### config.mk
export PLATFORM = sky130hd
export DESIGN_NAME = dma_reg_file_flat
export DESIGN_NICKNAME = d
export VERILOG_FILES = /design/src/rtl/dma_reg_file_if.sv /design/src/rtl/dma_reg_file.sv /design/src/flat_wrapper.sv
export SDC_FILE = /design/constraint.sdc
export NUM_CORES = 1
export LEC_CHECK = 0
export ABC_AREA = 1
export BUFFER_PORTS_ARGS = -buffer_cell sky130_fd_sc_hd__clkbuf_2
export CAP_MARGIN = 20
export CORE_MARGIN = 5
export CORE_UTILIZATION = 35
export CTS_CLUSTER_DIAMETER = 40
export DETAILED_ROUTE_END_ITERATION = 6
export PLACE_DENSITY = 0.66
export RECOVER_POWER = 100
export SLEW_MARGIN = 10
export SYNTH_ARGS = -nofsm -noshare
export SYNTH_HDL_FRONTEND = slang
export SYNTH_SLANG_ARGS = --single-unit
### constraint.sdc
create_clock -name clk -period 1.4 [get_ports clk]
set_input_delay 0.07 -clock clk [delete_from_list [all_inputs] [get_ports clk]]
set_output_delay 0.07 -clock clk [all_outputs]
set_load 0.005 [all_outputs]
### src/rtl/dma_reg_file_if.sv
// Register bus between the DMA bus interface (master) and the register file (slave).
interface dma_reg_file_if #(
    parameter int ADDR_WIDTH = 8,
    parameter int DATA_WIDTH = 32
);
    logic                  wr_en;
    logic                  rd_en;
    logic [ADDR_WIDTH-1:0] addr;
    logic [DATA_WIDTH-1:0] wdata;
    logic [DATA_WIDTH-1:0] rdata;

    modport master (output wr_en, rd_en, addr, wdata, input rdata);
    modport slave  (input wr_en, rd_en, addr, wdata, output rdata);
endinterface

### src/rtl/dma_reg_file.sv
// DMA channel register bank plus transfer countdown engine (IDLE -> BUSY -> DONE).
module dma_reg_file #(
    parameter int DATA_WIDTH = 32,
    parameter int ADDR_WIDTH = 8,
    parameter int SIZE_WIDTH = 16
) (
    input  logic                  clk,
    input  logic                  rst,
    dma_reg_file_if.slave         bus,
    input  logic                  xfer_ack,
    output logic                  xfer_req,
    output logic [DATA_WIDTH-1:0] src_addr_o,
    output logic [DATA_WIDTH-1:0] dst_addr_o,
    output logic                  irq
);
    localparam logic [ADDR_WIDTH-1:0] A_CTRL   = ADDR_WIDTH'('h00);
    localparam logic [ADDR_WIDTH-1:0] A_STATUS = ADDR_WIDTH'('h04);
    localparam logic [ADDR_WIDTH-1:0] A_SRC    = ADDR_WIDTH'('h08);
    localparam logic [ADDR_WIDTH-1:0] A_DST    = ADDR_WIDTH'('h0C);
    localparam logic [ADDR_WIDTH-1:0] A_SIZE   = ADDR_WIDTH'('h10);
    localparam logic [ADDR_WIDTH-1:0] A_INTR   = ADDR_WIDTH'('h14);
    localparam logic [ADDR_WIDTH-1:0] A_REMAIN = ADDR_WIDTH'('h18);

    typedef enum logic [1:0] {S_IDLE, S_BUSY, S_DONE} state_t;

    state_t                state, state_nxt;
    logic                  intr_en;
    logic [DATA_WIDTH-1:0] src_addr, dst_addr;
    logic [SIZE_WIDTH-1:0] trans_size, remain;
    logic                  done_f, err_f;
    logic [1:0]            intr_stat;
    logic [DATA_WIDTH-1:0] rd_mux;

    logic [ADDR_WIDTH-1:0] waddr;
    logic wr_ctrl, wr_src, wr_dst, wr_size, wr_intr;
    logic start_req, abort_req;
    logic load, zero_err, abort_err, beat, set_done;

    // Word-aligned decode; the byte offset bits are masked off.
    assign waddr   = bus.addr & ~ADDR_WIDTH'(3);
    assign wr_ctrl = bus.wr_en && (waddr == A_CTRL);
    assign wr_src  = bus.wr_en && (waddr == A_SRC);
    assign wr_dst  = bus.wr_en && (waddr == A_DST);
    assign wr_size = bus.wr_en && (waddr == A_SIZE);
    assign wr_intr = bus.wr_en && (waddr == A_INTR);

    // ABORT outranks START when both are written together.
    assign start_req = wr_ctrl && bus.wdata[0] && !bus.wdata[2];
    assign abort_req = wr_ctrl && bus.wdata[2];

    assign src_addr_o = src_addr;
    assign dst_addr_o = dst_addr;

    // State register.
    always_ff @(posedge clk) begin
        if (rst) state <= S_IDLE;
        else     state <= state_nxt;
    end

    // Next-state logic.
    always_comb begin
        state_nxt = state;
        case (state)
            S_IDLE: if (start_req && trans_size != '0) state_nxt = S_BUSY;
            S_BUSY: begin
                if (abort_req)                                    state_nxt = S_IDLE;
                else if (xfer_ack && remain == SIZE_WIDTH'(1))    state_nxt = S_DONE;
            end
            S_DONE: state_nxt = S_IDLE;
            default: state_nxt = S_IDLE;
        endcase
    end

    // FSM outputs: request line and one-cycle event strobes for the datapath registers.
    always_comb begin
        xfer_req  = 1'b0;
        load      = 1'b0;
        zero_err  = 1'b0;
        abort_err = 1'b0;
        beat      = 1'b0;
        set_done  = 1'b0;
        case (state)
            S_IDLE: begin
                load     = start_req && (trans_size != '0);
                zero_err = start_req && (trans_size == '0);
            end
            S_BUSY: begin
                xfer_req  = 1'b1;
                abort_err = abort_req;
                beat      = xfer_ack && !abort_req;
            end
            S_DONE: set_done = 1'b1;
            default: ;
        endcase
    end

    // Channel configuration; address/size are frozen while a transfer runs.
    always_ff @(posedge clk) begin
        if (rst) begin
            intr_en    <= 1'b0;
            src_addr   <= '0;
            dst_addr   <= '0;
            trans_size <= '0;
        end else begin
            if (wr_ctrl)                     intr_en    <= bus.wdata[1];
            if (wr_src  && state != S_BUSY)  src_addr   <= bus.wdata;
            if (wr_dst  && state != S_BUSY)  dst_addr   <= bus.wdata;
            if (wr_size && state != S_BUSY)  trans_size <= bus.wdata[SIZE_WIDTH-1:0];
        end
    end

    // Beat counter and sticky status flags; any start attempt clears the previous DONE.
    always_ff @(posedge clk) begin
        if (rst) begin
            remain <= '0;
            done_f <= 1'b0;
            err_f  <= 1'b0;
        end else begin
            if (load) begin
                remain <= trans_size;
                done_f <= 1'b0;
                err_f  <= 1'b0;
            end else if (beat) begin
                remain <= remain - SIZE_WIDTH'(1);
            end
            if (zero_err) begin
                done_f <= 1'b0;
                err_f  <= 1'b1;
            end
            if (abort_err) err_f  <= 1'b1;
            if (set_done)  done_f <= 1'b1;
        end
    end

    // Interrupt status (W1C, hardware set wins) and registered interrupt line.
    always_ff @(posedge clk) begin
        if (rst) begin
            intr_stat <= '0;
            irq       <= 1'b0;
        end else begin
            intr_stat <= {zero_err | abort_err, set_done}
                       | (intr_stat & ~(wr_intr ? bus.wdata[1:0] : 2'b00));
            irq       <= intr_en && (|intr_stat);
        end
    end

    // Read mux; unmapped addresses return zero.
    always_comb begin
        rd_mux = '0;
        case (waddr)
            A_CTRL:   rd_mux[1]   = intr_en;
            A_STATUS: rd_mux[2:0] = {err_f, done_f, state == S_BUSY};
            A_SRC:    rd_mux      = src_addr;
            A_DST:    rd_mux      = dst_addr;
            A_SIZE:   rd_mux[SIZE_WIDTH-1:0] = trans_size;
            A_INTR:   rd_mux[1:0] = intr_stat;
            A_REMAIN: rd_mux[SIZE_WIDTH-1:0] = remain;
            default:  rd_mux      = '0;
        endcase
    end

    // Registered read data, held between reads; a same-cycle write is not yet visible.
    always_ff @(posedge clk) begin
        if (rst)             bus.rdata <= '0;
        else if (bus.rd_en)  bus.rdata <= rd_mux;
    end
endmodule

### src/flat_wrapper.sv
// flat-port wrapper written by rule: the top's interface ports become plain ports
module dma_reg_file_flat 
#(
    parameter int DATA_WIDTH = 32,
    parameter int ADDR_WIDTH = 8,
    parameter int SIZE_WIDTH = 16
)
  (clk, rst, xfer_ack, xfer_req, src_addr_o, dst_addr_o, irq, bus_wr_en, bus_rd_en, bus_addr, bus_wdata, bus_rdata);
  dma_reg_file_if #(.ADDR_WIDTH(ADDR_WIDTH), .DATA_WIDTH(DATA_WIDTH)) bus_i ();
  input  logic clk;
  input  logic rst;
  input  logic xfer_ack;
  output logic xfer_req;
  output logic [DATA_WIDTH-1:0] src_addr_o;
  output logic [DATA_WIDTH-1:0] dst_addr_o;
  output logic irq;
  input wire logic [$bits(bus_i.wr_en)-1:0] bus_wr_en;
  input wire logic [$bits(bus_i.rd_en)-1:0] bus_rd_en;
  input wire logic [$bits(bus_i.addr)-1:0] bus_addr;
  input wire logic [$bits(bus_i.wdata)-1:0] bus_wdata;
  output wire logic [$bits(bus_i.rdata)-1:0] bus_rdata;
  assign bus_i.wr_en = bus_wr_en;
  assign bus_i.rd_en = bus_rd_en;
  assign bus_i.addr = bus_addr;
  assign bus_i.wdata = bus_wdata;
  assign bus_rdata = bus_i.rdata;
  dma_reg_file #(.DATA_WIDTH(DATA_WIDTH), .ADDR_WIDTH(ADDR_WIDTH), .SIZE_WIDTH(SIZE_WIDTH)) u_core (.clk(clk), .rst(rst), .bus(bus_i), .xfer_ack(xfer_ack), .xfer_req(xfer_req), .src_addr_o(src_addr_o), .dst_addr_o(dst_addr_o), .irq(irq));
endmodule
After elaboration in Yosys (flattened, before gate mapping). Index checks and enable logic that the tools add are counted.

$lt $le $gt $ge: 0. Bitwise operators: 4. Shift-type cells: 0. Reductions and logical operators: 27. Add/sub/neg operators: 1. Div/mod/pow operators: 0. Muxes and demuxes: 23. $mul: 0. Equal/unequal tests: 12.

Operators by type and width (count): $pmux W13 S4 (1); $mux W16 (2); $pmux W16 S2 (1); $eq A6 B3 Y1 const B (3); $eq A16 B1 Y1 const B (1); $logic_and A1 B1 Y1 (16); $logic_not A16 Y1 (1); $reduce_bool A16 Y1 (1); $sub A16 B1 Y16 const B (1); $eq A6 B2 Y1 const B (2); $mux W1 (11); $logic_not A8 Y1 (1); $mux W2 (4); $pmux W1 S7 (1); $eq A6 B1 Y1 const B (1); $pmux W1 S6 (1); $reduce_bool A3 Y1 (2); $pmux W1 S5 (1); $ne A2 B1 Y1 const B (2); $pmux W2 S2 (1); $ne A3 B1 Y1 const B (1); $and A2 B2 Y2 (1); $eq A2 B1 Y1 const B (1); $eq A2 B2 Y1 const B (1); 8 further kinds (9).

Input port bits: 45. Flip-flop bits (word level): 136. Output and inout port bits: 98. Memories: 0. Latch bits: 0. Memory bits (read-only): 0. Word-level logic and storage cells: 78. RAM bits: 0.

Logic depth before layout (Yosys ltp).
Depth after elaboration: 9. Gate-level depth with buffers: 11. Gate-level depth less buffers: 11.

Worst setup path before layout. OpenSTA, ideal clock, no wires.

Path kind: register to register. From: reg u_core.remain[0]. To: reg u_core.remain[10]. Setup time: 110 ps. Setup slack: -38 ps. Path buffers: 0. Cell stages (with the launch flop): 11. Data required time: 1290 ps. Arrival time: 1328 ps. Path through: dfxtp_1 -> inv_1 -> ha_1 -> nand2_1 -> nor2_1 -> nand2_1 -> xor2_1 -> nand2_1 -> nand3_1 -> nand2_1 -> inv_1.

Longest elaborated chain between the ends: 3.

Ends and longest elaborated chain: from (decl) (RTL line dma_reg_file.sv:29) `logic [SIZE_WIDTH-1:0] trans_size, remain;`; from (signal assigned) (RTL line dma_reg_file.sv:120) `remain <= trans_size;`; from (signal assigned) (RTL line dma_reg_file.sv:124) `remain <= remain - SIZE_WIDTH'(1);`; $sub A16 B1 Y16 (RTL line dma_reg_file.sv:124); $mux W16 (RTL line dma_reg_file.sv:123) `end else if (beat) begin`; $mux W16 (RTL line dma_reg_file.sv:119) `if (load) begin`.

No other way between the ends. The select of a mux whose other input is x is not followed. A chain may end at the register's enable or synchronous reset.

Final worst setup path.
From: reg u_core.remain[1]. To: reg u_core.remain[10].

The elaborated chain is that of the path after synthesis.

==> impl_metrics.yaml <==
setup_path:
  critPathMaxFanout: 5
  end_kind: "flop"
  path_common_cell: "nand2_1"
  cp.arrival_ps: 1670
  critPathMaxStageDelay_ps: 340
  required_ps: 1730
  path_class: "flop to flop"
  start_kind: "flop"
  crit_path_top_delay_cell: "dfxtp_2"
  crit_chain: "inv_2 > ha_4 > nand2_4 > nor2_4 > nand2_1 > xor2_1 > nand2_1 > nand3_1 > nand2_1 > inv_1"
yosys:
  syn_nets: 930
  synth_top_family_by_area: "simple AND/OR/NAND/NOR gates"
  ys_seq_area_share_pct: 43.1
  synth_seq_cells: 136
  synth_area_leaders: "dfxtp_1, nor2_1, o21ai_0"
  syn_avg_cell_area_um2: 7.16
  synth_compound_area_share_pct: 19.1
  syn_area_um2: 6320
  synth_mux_area_share_pct: 0
  netlist_instances: 883
  synth-simple-area-share_pct: 26.2
  synth_xor_area_share_pct: 0.831
  synth_cell_types: 35
  synth_edf_count: 0
  yosys.area.top_type_share_pct: 43.1
  ys_warn_count: 0
  synth_fa_ha_area_share_pct: 0.396
  synthFlopType: "dfxtp_1"
  async_reset_ff_share_pct: 0
  yosys.area.top_type: "dfxtp_1"
floorplanning:
  core-area_um2: 17900
  start_util_pct: 35.3
  ios: 143
  die_width_um: 144
  die-height_um: 144
  die-area_um2: 20900
  rows: 49
clock_network:
  clockBufferDepth: 2
  cts_root_buf: "clkbuf_16"
  cts.sink_count: 136
  clk_pin_slew_worst_paths_ps: 60
  h-tree-depth: 4
  numCtsBuffers: 17
  worstSkewPairLatency_ps: 430
  cts_tree: "built"
layout:
  fin_nets: 1153
  n_antenna_cell: 0
  drive_gt1_share_pct: 22.4
  n_fill_cell: 1762
  final_common_cell: "nor2_1"
  syn_to_final_growth_pct: 40.2
  register_area_um2: 2730
  final_cell_mix: "nor2_1, dfxtp_1, nand2_1"
  multi_input_area_um2: 3080
sta:
  period_share_pct: 95.7
  setup_viol: 0
  drv_slew: 0
  fin_skew_ps: 5.18
  hold_viol: 0
  rsz0062_at_grt: "yes"
  layout_min_cycle_time_ps: 1340
  tightest_slew_ps: 545
  relSlewSlack_pct: 63.6
  clock.fmax_mhz: 747
  fin_ws_ps: 60.5
run_status:
  status: "finished clean"
power:
  peakVddDrop_v: 0.000818
  power_density_nw_per_um2: 1060
  leakage_nw: 3.92
  total_power_mw: 9.37
route:
  ant_nets: 0
  vias_per_cell: 5.01
  post_drt_wl_per_cell_um: 15.7
  vias: 6754
  drc: 0
  first_iter_violations: 521
  first_pass_iters: 5
  drt-total-wl_mm: 21.1
placement:
  place_ws_ps: -21.1
  place.gp.congestion: 0.841
  io_buffers: 140
  hpwl_mm: 14.8
global_routing:
  grt_max_degree: 59
  overflow: 0
  track_usage_pct: 19.4
  antenna_found_initial: 0
  grt_pass1_wl_mm: 32.3
  grt_pass1_vias: 6418
min_path:
  hold_class: "input port to flop"
run:
  drv_cap: 0
-- worst max-delay path, delay by kind of cell, from the launching register on --
kind	cells	cell delay (ps)
buf+inv	2	120
simple gates	6	470
flops	1	340
xor+xnor	1	140
fa+ha+maj	1	160
-- power breakdown --
group	internal [mW]	switching, mW	total (mW)
clock	3.04	1.82	4.86
sequential	3.91	0.0275	3.94
combinational	0.240	0.322	0.562
total	7.20	2.17	9.37
-- metal layers --
metal / vias up / wire, um / part of all wire, % / track usage (%)
met3: 56 / 1210 / 5.7 / 5.03
met5: - / 0 / 0 / 0
met2: 221 / 10000 / 47 / 30.8
met1: 3136 / 9310 / 44 / 25.2
li1: 3341 / - / - / -
met4: 0 / 568 / 2.7 / 7.90
-- state kept, by name, indices dropped and copies added (netlist names), 2 cells and up --
| signal | count |
|---|---|
| u_core.bus.rdata | 32 |
| u_core.dst_addr_o | 32 |
| u_core.src_addr_o | 32 |
| u_core.remain | 16 |
| u_core.trans_size | 16 |
| u_core.intr_stat | 2 |
| u_core.state | 2 |
-- cell families after synthesis --
family | Yosys count
AND/OR/NAND/NOR | 363
AO/OA/AOI/OAI | 220
buffers and inverters | 156
flip-flops | 136
XOR/XNOR | 6
adder cells (fa/ha/maj) | 2
-- what timing repair did --
action	in CTS	in global routing
hold endpoints to repair	75	0
setup endpoints to repair	4	81
resized for setup	2	80
pin swaps	1	23
buffers inserted	0	2
hold buffers	31	0
gates cloned	0	5
-- through the flow --
step                setup TNS [ps]  utilization [%]  hold WS, ps  instance area, um^2  std cells
global route                  -345             49.5         73.0                 8860       1347
CTS                              0             48.3         46.8                 8650       1340
finish                           0             49.5         54.7                 8860       1347
floorplan                        0                -          205                 6320        883
detailed placement           -21.1             43.0          335                 7700       1278
global placement             -6.66             43.0          309                 7700       1278
-- cell usage after synthesis (6+ instances only) --
cell	instances
nor2_1	163
dfxtp_1	136
nand2_1	125
inv_1	101
o21ai_0	94
a21oi_1	77
nand3_1	27
nand4_1	21
clkbuf_1	17
o221ai_1	15
o21ai_1	14
a22oi_1	13
buf_2	13
inv_2	10
nor2_4	8
buf_4	6
nand3_2	6
xor2_1	6
-- cell type report --
class                      count  area share (%)
sequential                   136            30.8
clock inverter                13            2.19
inverter                     111            4.76
tap                          229            3.23
timing repair buffer         249            19.3
clock buffer                  18            4.95
multi-input combinational    591            34.8
-- final timing paths --
path	cells after the start	slack, ps	start	endpoint
setup / recovery	10	60	u_core.remain[1]	u_core.remain[10]
hold / removal	3	50	xfer_ack	u_core.state[1]
setup reg to reg	10	60	u_core.remain[1]	u_core.remain[10]
hold reg to reg	2	470	u_core.bus.rdata[10]	u_core.bus.rdata[10]
No activity file was read; power rests on OpenSTA's default activity.
